## src/rtl/prod_acc_pkg.sv

```systemverilog
// Shared definitions for the product accumulator: state encoding,
// default accumulator width and adder stage count helper.
package prod_acc_pkg;

    localparam int ACC_W_DEF = 12;

    typedef enum logic [1:0] {
        IDLE  = 2'b00,
        ACCUM = 2'b01,
        DONE  = 2'b10
    } state_t;

    function automatic int num_stages(input int width);
        return (width + 3) / 4;
    endfunction

endpackage

```

## src/rtl/prod_acc_cla4.sv

```systemverilog
// 4-bit carry-lookahead adder slice; chained by ripple carry in prod_acc.
module prod_acc_cla4 (
    input  logic [3:0] a,
    input  logic [3:0] b,
    input  logic       cin,
    output logic [3:0] s,
    output logic       cout
);

    logic [3:0] g;
    logic [3:0] p;
    logic [4:0] c;

    assign g = a & b;
    assign p = a ^ b;

    // Lookahead carries expanded from generate/propagate terms
    assign c[0] = cin;
    assign c[1] = g[0] | (p[0] & cin);
    assign c[2] = g[1] | (p[1] & g[0]) | (p[1] & p[0] & cin);
    assign c[3] = g[2] | (p[2] & g[1]) | (p[2] & p[1] & g[0])
                | (p[2] & p[1] & p[0] & cin);
    assign c[4] = g[3] | (p[3] & g[2]) | (p[3] & p[2] & g[1])
                | (p[3] & p[2] & p[1] & g[0])
                | (p[3] & p[2] & p[1] & p[0] & cin);

    assign s    = p ^ c[3:0];
    assign cout = c[4];

endmodule

```

## src/rtl/prod_acc.sv

```systemverilog
// Accumulates a run of 1..16 unsigned 8-bit products into an ACC_W-bit
// modulo sum with a sticky overflow flag and a ready/valid result handshake.
module prod_acc
    import prod_acc_pkg::*;
#(
    parameter int ACC_W = ACC_W_DEF
) (
    input  logic             Clk,
    input  logic             Reset,
    input  logic             Start,
    input  logic [3:0]       Len,
    input  logic             P_valid,
    input  logic [7:0]       P,
    input  logic             Res_ready,
    output logic             Busy,
    output logic [ACC_W-1:0] Sum,
    output logic             Sum_valid,
    output logic             Overflow
);

    localparam int NST = num_stages(ACC_W);
    localparam int PW  = NST * 4;

    state_t           state, state_nx;
    logic [ACC_W-1:0] acc, acc_nx;
    logic [4:0]       cnt, cnt_nx;
    logic             ovf_nx;
    logic [ACC_W-1:0] sum_nx;
    logic             sv_nx;

    logic [PW-1:0]    add_a, add_b, add_s;
    logic [NST:0]     carry;
    logic [PW:0]      add_full;
    logic             add_cy;

    // Operands are zero-padded up to a whole number of 4-bit slices
    assign add_a    = PW'(acc);
    assign add_b    = PW'(P);
    assign carry[0] = 1'b0;

    for (genvar gi = 0; gi < NST; gi++) begin : g_cla
        prod_acc_cla4 u_cla (
            .a    (add_a[4*gi +: 4]),
            .b    (add_b[4*gi +: 4]),
            .cin  (carry[gi]),
            .s    (add_s[4*gi +: 4]),
            .cout (carry[gi+1])
        );
    end

    // Carry out of bit ACC_W-1, wherever it lands in the padded result
    assign add_full = {carry[NST], add_s};
    assign add_cy   = add_full[ACC_W];

    assign Busy = (state != IDLE);

    always_comb begin
        state_nx = state;
        acc_nx   = acc;
        cnt_nx   = cnt;
        ovf_nx   = Overflow;
        sum_nx   = Sum;
        sv_nx    = Sum_valid;
        case (state)
            IDLE: begin
                if (Start) begin
                    cnt_nx   = (Len == 4'd0) ? 5'd16 : {1'b0, Len};
                    acc_nx   = '0;
                    ovf_nx   = 1'b0;
                    state_nx = ACCUM;
                end
            end
            ACCUM: begin
                if (P_valid) begin
                    acc_nx = add_s[ACC_W-1:0];
                    ovf_nx = Overflow | add_cy;
                    cnt_nx = cnt - 5'd1;
                    if (cnt == 5'd1) begin
                        state_nx = DONE;
                        sum_nx   = add_s[ACC_W-1:0];
                        sv_nx    = 1'b1;
                    end
                end
            end
            DONE: begin
                if (Res_ready) begin
                    state_nx = IDLE;
                    sv_nx    = 1'b0;
                end
            end
            default: begin
                state_nx = IDLE;
                sv_nx    = 1'b0;
            end
        endcase
    end

    always_ff @(posedge Clk or negedge Reset) begin
        if (!Reset) begin
            state     <= IDLE;
            acc       <= '0;
            cnt       <= '0;
            Sum       <= '0;
            Sum_valid <= 1'b0;
            Overflow  <= 1'b0;
        end else begin
            state     <= state_nx;
            acc       <= acc_nx;
            cnt       <= cnt_nx;
            Sum       <= sum_nx;
            Sum_valid <= sv_nx;
            Overflow  <= ovf_nx;
        end
    end

endmodule

```

## config.mk

```make
export PLATFORM = sky130hd
export DESIGN_NAME = prod_acc
export DESIGN_NICKNAME = d
export VERILOG_FILES = /design/src/rtl/prod_acc_pkg.sv /design/src/rtl/prod_acc_cla4.sv /design/src/rtl/prod_acc.sv
export SDC_FILE = /design/constraint.sdc
export NUM_CORES = 1
export LEC_CHECK = 0
export BUFFER_PORTS_ARGS = -buffer_cell sky130_fd_sc_hd__buf_2
export CAP_MARGIN = 10
export CORE_MARGIN = 2
export CORE_UTILIZATION = 55
export CTS_BUF_LIST = sky130_fd_sc_hd__clkbuf_4 sky130_fd_sc_hd__clkbuf_8 sky130_fd_sc_hd__clkbuf_16
export CTS_CLUSTER_DIAMETER = 200
export DETAILED_ROUTE_END_ITERATION = 12
export PLACE_DENSITY = 0.78
export SLEW_MARGIN = 25
export SYNTH_ARGS = -nofsm -noshare
export SYNTH_HDL_FRONTEND = slang
export SYNTH_SLANG_ARGS = --single-unit
export TNS_END_PERCENT = 10
```

## constraint.sdc

```tcl
create_clock -name Clk -period 2.6 [get_ports Clk]
set_input_delay 0.39 -clock Clk [delete_from_list [all_inputs] [get_ports Clk]]
set_output_delay 0.39 -clock Clk [all_outputs]
set_load 0.05 [all_outputs]
```

==> flow_metrics.py <==
metrics = {
    "outcome": {
        "status": "complete, no violations",
    },
    "die": {
        "die_x_um": 62.3,
        "dieArea_um2": 3880,
        "start_util_pct": 56.4,
        "rows": 21,
        "pin_count": 32,
        "die_h_um": 62.3,
        "core-area_um2": 3310,
    },
    "placement": {
        "port_buffers": 31,
        "dp_slack_ps": 453,
        "hpwl_mm": 2.67,
        "dp.cells": 271,
        "finalWeightedCongestion": 0.819,
    },
    "clocking": {
        "cts_tree": "done",
        "cts_hold_buffers": 0,
        "clk_latency_ps": 350,
        "cts.sinks": 33,
        "cts_setup_buffers": 0,
        "cts_buffers": 5,
        "cts_root_buf": "clkbuf_4",
        "clk_pin_slew_worst_paths_ps": 100,
        "cts.repair.resized": 0,
        "clk_path_buf_depth": 2,
        "cts_max_level": 2,
    },
    "critical_path": {
        "required_ps": 2830,
        "crit_path_start_kind": "flip-flop",
        "path_max_fanout": 8,
        "crit_type": "reg2reg",
        "crit_arrival_ps": 2270,
        "end_kind": "flip-flop",
    },
    "power": {
        "p_sw_mw": 1.28,
        "power_density_nw_per_um2": 1240,
        "p_comb_share_pct": 55.0,
        "pwr-share-seq_pct": 33.6,
        "pwr-share-clk_pct": 11.3,
        "ir_worst_vdd_mv": 0.546,
        "internal_power_mw": 1.33,
        "switching_share_pct": 48.9,
        "p_leak_nw": 1.03,
    },
    "final_layout": {
        "nets": 262,
        "final_cell_mix": "dfrtp_1, nand2_1, buf_2",
        "final_cells": 279,
        "final_util_pct": 63.7,
        "syn2layout_area_growth_pct": 13.0,
        "drive_gt1_share_pct": 22.7,
        "nFillCells": 303,
        "multi_input_area_um2": 937,
        "diodes": 0,
        "register_area_um2": 826,
    },
    "synthesis": {
        "ys_warn_count": 0,
        "async_reset_ff_share_pct": 100,
        "synth_area_um2": 1870,
        "synth_area_leaders": "dfrtp_1, ha_1, nand2_1, o21ai_0, a21oi_1",
        "yosysSeqAreaShare_pct": 44.2,
        "yosys_register_bits": 33,
        "synth_edf_count": 0,
        "syn-num-nets": 228,
        "synth-main-ff-cell": "dfrtp_1",
        "synthCells": 198,
        "syn_area_per_cell_um2": 9.43,
        "synth_top_cell_by_area": "dfrtp_1",
        "synth_cell_types": 43,
        "synth_top_cell_area_share_pct": 44.2,
    },
    "route": {
        "route.vias.total": 1533,
        "via_per_inst": 5.49,
        "drc": 0,
        "post_drt_wl_per_cell_um": 13.3,
        "drtIter0Drc": 74,
        "antenna_left": 0,
        "finalWirelength_mm": 3.72,
        "dr.pass1.iters": 4,
    },
    "timing": {
        "tightest_slew_ps": 733,
        "clock_skew_ps": 6.55,
        "period_minus_slack_ps": 2040,
        "maxSlewViolCount": 0,
        "fin_crit_sh_pct": 78.4,
        "worst_hold_slack_ps": 80.4,
        "fin_ws_ps": 561,
        "timing.final.hold_violations": 0,
        "setup_tns_ps": 0,
        "relSlewSlack_pct": 51.1,
        "setup_violations": 0,
        "rsz0062_at_grt": "false",
        "fmax_ghz": 0.490,
    },
    "hold_path": {
        "hp-class": "in2async",
    },
    "global_routing": {
        "overflow": 0,
        "grt_pass1_vias": 1518,
        "grt_pass1_wl_mm": 6.73,
        "grt_max_degree": 34,
        "grt_usage_pct": 22.1,
        "antenna_found_initial": 0,
    },
    "run": {
        "cap_violations": 0,
    },
}
==> critical path, cell delays in order (launching register included) <==
cell and delay, ps:
dfrtp_1 400, ha_1 350, a21oi_1 100, o21ai_2 170, inv_2 80, o211a_4 280
inv_1 60, ha_1 190, nor2_1 60, o21ai_0 150, o21ai_0 90
==> area by class of cell <==
class | instances | area share, %
clock buffers | 6 | 2.14
clock inverters | 2 | 0.474
inverters | 13 | 2.31
multi-input cells | 144 | 44.4
flip-flops and latches | 33 | 39.1
well taps | 46 | 2.73
repair buffers | 35 | 8.78
==> routing by layer <==
metal | track usage [%] | part of all wire [%] | vias up
met3 | 5.62 | 3.9 | 11
met5 | 0 | 0 | -
met1 | 27.8 | 46 | 732
li1 | - | - | 760
met4 | 11.1 | 2.8 | 0
met2 | 35.5 | 47 | 30
==> power groups by stage <==
stage          Clock, mW  Combinational [mW]  Sequential [mW]
2_1_floorplan          0               0.856             1.17
3_3_place_gp           0                1.42            0.881
3_5_place_dp           0                1.44            0.889
4_1_cts            0.302                1.45            0.880
5_1_grt            0.334                1.60            0.911
6_report           0.296                1.44            0.878
==> cells by family (layout without fill, tap and decap cells) <==
logic type | Yosys count | count (layout) | synth area share [%]
adders and majority gates | 13 | 13 | 9.52
buffers and inverters | 21 | 56 | 5.56
muxes | 4 | 4 | 2.35
xor gates and xnor gates | 6 | 6 | 2.81
AOI/OAI and AO/OA | 52 | 52 | 18.2
DFF | 33 | 33 | 44.2
and+or+nand+nor | 69 | 69 | 17.4
==> cells in the mapped netlist, drive strengths merged, types with 3 or more instances <==
library cell  count
a21o              3
a21oi            12
a22o              3
a31oi             3
buf               7
dfrtp            33
ha               11
inv              13
mux2              3
nand2            33
nand3             5
nor2             13
nor3              4
o21ai            20
o31ai             4
xnor2             4
==> through the flow <==
stage,cell area [um2],power [mW]
finish,2110,2.61
global route,2110,2.84
CTS,2110,2.63
detailed placement,2050,2.33
global placement,2050,2.30
floorplan,1870,2.03
==> flip-flops by register name, summed over array words and instances (netlist names) <==
signal,flops
cnt,5
Sum_valid,1
Overflow,1
state,2
acc,12
Sum,12
==> worst paths after layout <==
check / from / slack, ps / depth (start not counted) / endpoint
max in group asynchronous: Reset / 2040 / 1 / cnt[2]$_DFFE_PN0P_
min in group Clk: Res_ready / 280 / 4 / state[1]$_DFFE_PN0P_
hold reg to reg: Sum[8]$_DFFE_PN0P_ / 480 / 2 / Sum[8]$_DFFE_PN0P_
setup / recovery: acc[2]$_DFFE_PN0P_ / 560 / 10 / acc[9]$_DFFE_PN0P_
setup reg to reg: acc[2]$_DFFE_PN0P_ / 560 / 10 / acc[9]$_DFFE_PN0P_
hold / removal: Reset / 80 / 1 / acc[5]$_DFFE_PN0P_
Power figures use the tool's default switching activity.
